### src/rtl/mux_chan_sched.sv
// Two-channel 4-bit selector: debounced button or auto-scan picks the
// channel shown on led, with a one-cycle blank slot at every changeover.
module mux_chan_sched #(
  parameter int DEB_CYCLES  = 4,
  parameter int SCAN_CYCLES = 16
) (
  input  logic       clk,
  input  logic       rst,
  input  logic [7:0] sw,
  input  logic       pba,
  input  logic       auto,
  output logic [3:0] led,
  output logic       sel,
  output logic       chg
);

  localparam int DW = (DEB_CYCLES > 1) ? $clog2(DEB_CYCLES) : 1;
  localparam int SW = $clog2(SCAN_CYCLES);
  localparam logic [DW-1:0] DEB_LAST  = DW'(DEB_CYCLES - 1);
  localparam logic [SW-1:0] SCAN_LAST = SW'(SCAN_CYCLES - 1);

  typedef enum logic [1:0] {
    SEL_A = 2'd0,
    SEL_B = 2'd1,
    BLANK = 2'd2
  } state_t;

  state_t state;
  state_t nxt;

  logic          sync1;
  logic          pba_s;
  logic          deb;
  logic          deb_q;
  logic [DW-1:0] deb_cnt;
  logic [SW-1:0] scan_cnt;

  logic          press;
  logic          tick;
  logic          req;
  logic [3:0]    led_nxt;
  logic          sel_nxt;
  logic          chg_nxt;

  // Button: 2-FF synchronizer, then accept a level only after it holds.
  always_ff @(posedge clk or posedge rst) begin
    if (rst) begin
      sync1   <= 1'b0;
      pba_s   <= 1'b0;
      deb     <= 1'b0;
      deb_q   <= 1'b0;
      deb_cnt <= '0;
    end else begin
      sync1 <= pba;
      pba_s <= sync1;
      deb_q <= deb;
      if (pba_s != deb) begin
        if (deb_cnt == DEB_LAST) begin
          deb     <= pba_s;
          deb_cnt <= '0;
        end else begin
          deb_cnt <= deb_cnt + 1'b1;
        end
      end else begin
        deb_cnt <= '0;
      end
    end
  end

  assign press = deb & ~deb_q;
  assign tick  = (scan_cnt == SCAN_LAST);
  assign req   = auto ? tick : press;

  always_ff @(posedge clk or posedge rst) begin
    if (rst) begin
      scan_cnt <= '0;
    end else if (!auto || nxt == BLANK) begin
      scan_cnt <= '0;
    end else if (state != BLANK) begin
      scan_cnt <= scan_cnt + 1'b1;
    end
  end

  always_ff @(posedge clk or posedge rst) begin
    if (rst) begin
      state <= SEL_A;
      led   <= 4'h0;
      sel   <= 1'b0;
      chg   <= 1'b0;
    end else begin
      state <= nxt;
      led   <= led_nxt;
      sel   <= sel_nxt;
      chg   <= chg_nxt;
    end
  end

  always_comb begin
    nxt = state;
    case (state)
      SEL_A:   if (req) nxt = BLANK;
      SEL_B:   if (req) nxt = BLANK;
      BLANK:   nxt = sel ? SEL_B : SEL_A;
      default: nxt = SEL_A;
    endcase
  end

  // sel flips as BLANK is entered, so it names the pending channel.
  always_comb begin
    led_nxt = 4'h0;
    sel_nxt = sel;
    chg_nxt = (state == BLANK);
    case (nxt)
      SEL_A:   led_nxt = sw[3:0];
      SEL_B:   led_nxt = sw[7:4];
      default: led_nxt = 4'h0;
    endcase
    case (state)
      SEL_A:   sel_nxt = req;
      SEL_B:   sel_nxt = ~req;
      default: sel_nxt = sel;
    endcase
  end

endmodule

### config.mk
export PLATFORM = sky130hd
export DESIGN_NAME = mux_chan_sched
export DESIGN_NICKNAME = d
export VERILOG_FILES = /design/src/rtl/mux_chan_sched.sv
export SDC_FILE = /design/constraint.sdc
export NUM_CORES = 1
export LEC_CHECK = 0
export BUFFER_PORTS_ARGS = -buffer_cell sky130_fd_sc_hd__buf_4
export CELL_PAD_IN_SITES_DETAIL_PLACEMENT = 2
export CELL_PAD_IN_SITES_GLOBAL_PLACEMENT = 2
export CORE_MARGIN = 2
export CORE_UTILIZATION = 35
export CTS_BUF_LIST = sky130_fd_sc_hd__clkbuf_4
export CTS_CLUSTER_SIZE = 30
export DETAILED_ROUTE_END_ITERATION = 16
export PLACE_DENSITY = 0.83
export SYNTH_ARGS = -nofsm -noshare
export SYNTH_HDL_FRONTEND = slang
export SYNTH_SLANG_ARGS = --single-unit
### constraint.sdc
create_clock -name clk -period 1.9 [get_ports clk]
set_input_delay 0.095 -clock clk [delete_from_list [all_inputs] [get_ports clk]]
set_output_delay 0.095 -clock clk [all_outputs]
set_load 0.02 [all_outputs]
==> reports/qor.csv <==
metric,value,unit
routed_wl,2150,um
cap_violations,0,
cts_setup_buffers,0,
synth-xor-area-share,2.04,%
drt_iter0_markers,10,
worstSetupPathType,reg2reg,
synth_cells,78,
cts_max_path_buffers,2,
start_kind,flip-flop,
grt_pass1_wl,3590,um
die_h,53.5,um
crit_path_max_fanout,11,
relSlewSlack,52.7,%
grt_usage,17.9,%
start_util,37.7,%
wl_per_cell,17.2,um
fin_nets,112,
grt_max_degree,19,
fmaxAchievable,627,MHz
hold_buffers,2,
grt_pass1_vias,814,
diodes,0,
synth_top_family_by_area,simple AND/OR/NAND/NOR gates,
hold_path.class,in2reg,
cts.clk_slew.worst_paths,0.11,ns
cts.sinks,18,
vias,722,
drc,0,
netlist-cell-type-count,28,
status,"finished, final reports clean",
cts_buffers,3,
root_buffer,clkbuf_4,
drive_gt1_share,24.7,%
synth-seq-cells,18,
drv_slew,0,
critPathCaptureType,flip-flop,
antenna_found_initial,0,
rsz0062_at_grt,no,
powerDensity,1370,mW/mm2
first_pass_iters,4,
fin_tns_setup,0,ns
num_io_pins,18,
via_per_inst,5.78,
core_area,0.00228,mm2
cp.required,2.09,ns
synthSimpleGateAreaFrac,22.0,%
p_leak,0.466,nW
synth_mux_area_share,2.48,%
grt_overflow,0,
post-route-period-util,84.0,%
place_hpwl,1590,um
ir_drop,0.541,mV
num_rows,17,
synth_compound_area_share,11.4,%
synth_area_per_cell,11.0,um2
ys_warn_count,0,
syn_nets,92,
synth_area,858,um2
skew,0.00207,ns
die_w,53.5,um
gp_congestion,0.769,
htree_levels,1,
portBuffers,17,
fin_hold_ws,0.0494,ns
clock_latency,0.30,ns
tritoncts,built,
cp_data_arrival_time,1.79,ns
cts_resized,0,
period_needed,1.60,ns
ys_seq_area_share,52.5,%
fill_cells,255,
design.die.area,0.00286,mm2
tightest_slew,0.709,ns
finalHoldViolCount,0,
ant_nets,0,
synthAdderAreaFrac,2.92,%
syn_to_final_growth,20.3,%
setup_viol,0,
## worst max-delay path: stages, from the launching register on
cell and delay, ns:
dfrtp_1 0.41, or3b_1 0.55, and3_1 0.26, a221o_1 0.26
## power breakdown
group | internal [mW] | switching, mW | total (mW)
registers | 0.517 | 0.138 | 0.655
logic | 0.253 | 0.299 | 0.552
clock network | 0.0766 | 0.130 | 0.207
total | 0.846 | 0.567 | 1.41
## metal layers
layer  GRT usage [%]  vias up  share of wire (%)
met3            2.54        2                6.2
met4            8.97        0               0.74
li1                -      328                  -
met1            19.1      370                 40
met2            33.7       22                 53
met5               0        -                  0
## metrics by stage
step | power (mW) | cell area (um2) | instances | worst slack (ns) | utilization, %
5_1_grt | 1.51 | 1030 | 125 | 0.253 | 45.4
6_report | 1.41 | 1030 | 125 | 0.305 | 45.4
3_5_place_dp | 1.22 | 986 | 119 | 0.336 | 43.3
3_3_place_gp | 1.17 | 986 | 119 | 0.408 | 43.3
4_1_cts | 1.43 | 1030 | 125 | 0.308 | 45.4
2_1_floorplan | 1.04 | 858 | 78 | 0.533 | -
## registers in the layout (all words and copies together), names as in the netlist
register / count
led: 4
scan_cnt: 4
deb_cnt: 2
state: 2
chg: 1
deb: 1
deb_q: 1
pba_s: 1
sel: 1
sync1: 1
## worst paths after layout
check / endpoint / slack, ns / cells after the start / start
worst max-delay path: sel / 0.30 / 3 / deb
worst min-delay path: led[1] / 0.05 / 3 / sw[5]
worst max register to register: sel / 0.30 / 3 / deb
worst min register to register: pba_s / 0.37 / 0 / sync1
max in group asynchronous: led[2] / 0.99 / 3 / rst
min in group asynchronous: led[0] / 0.46 / 3 / rst
## cells in the mapped netlist
cell type  instances  area share, %
o211ai_1           4            3.5
o32ai_1            1            1.0
mux2i_1            1            1.2
nor2b_4            1            1.6
buf_2              1           0.58
nand2_1            4            1.7
nand4_1           13            9.5
nor2b_1            2            1.5
inv_1              4            1.7
dfrtp_1           18             52
clkbuf_1           1           0.44
o21ai_0            2            1.2
mux2_2             1            1.3
ha_1               2            2.9
buf_6              3            3.9
a221o_1            1            1.2
and3_1             1           0.73
nand3_1            6            3.5
xor2_1             1            1.0
nor2_1             1           0.44
a211oi_2           1            1.5
a21oi_1            2            1.2
nor3_1             1           0.58
or3b_1             1            1.0
xnor2_1            1            1.0
o41ai_1            1            1.0
o21bai_1           1           0.87
or3_1              2            1.5
## layout make-up
cell class	count	area, um2	area share, %
clock inverters	1	3.75	0.364
well taps	28	35.0	3.39
clock buffers	3	22.5	2.18
multi-input cells	51	350	33.9
repair buffers	20	155	15.0
flip-flops and latches	18	450	43.6
inverters	4	15.0	1.45
## layout by cell type, fill, tap and decap left out
| master | instances |
|---|---|
| dfrtp_1 | 18 |
| buf_4 | 18 |
| nand4_1 | 13 |
| nand3_1 | 6 |
| inv_1 | 4 |
| nand2_1 | 4 |
| o211ai_1 | 4 |
| clkbuf_4 | 3 |
| o21ai_0 | 2 |
| or3_1 | 2 |
| a21oi_1 | 2 |
| nor2b_1 | 2 |
| ha_1 | 2 |
| dlygate4sd3_1 | 2 |
| nor2b_4 | 1 |
| or3b_1 | 1 |
| and3_1 | 1 |
| o21bai_1 | 1 |
| nor2_1 | 1 |
| xnor2_1 | 1 |
| nor3_1 | 1 |
| a221o_1 | 1 |
| a211oi_2 | 1 |
| mux2_2 | 1 |
| xor2_1 | 1 |
| o41ai_1 | 1 |
| mux2i_1 | 1 |
| o32ai_1 | 1 |
| clkinv_1 | 1 |
## cell families (layout without fill, tap and decap cells)
family / after synthesis / count (layout)
XOR/XNOR: 2 / 2
AND/OR/NAND/NOR: 32 / 32
adder cells (fa/ha/maj): 2 / 2
multiplexers: 2 / 2
buffers and inverters: 9 / 28
flip-flops: 18 / 18
AO/OA/AOI/OAI: 13 / 13
(Power assumes the default switching activity.)
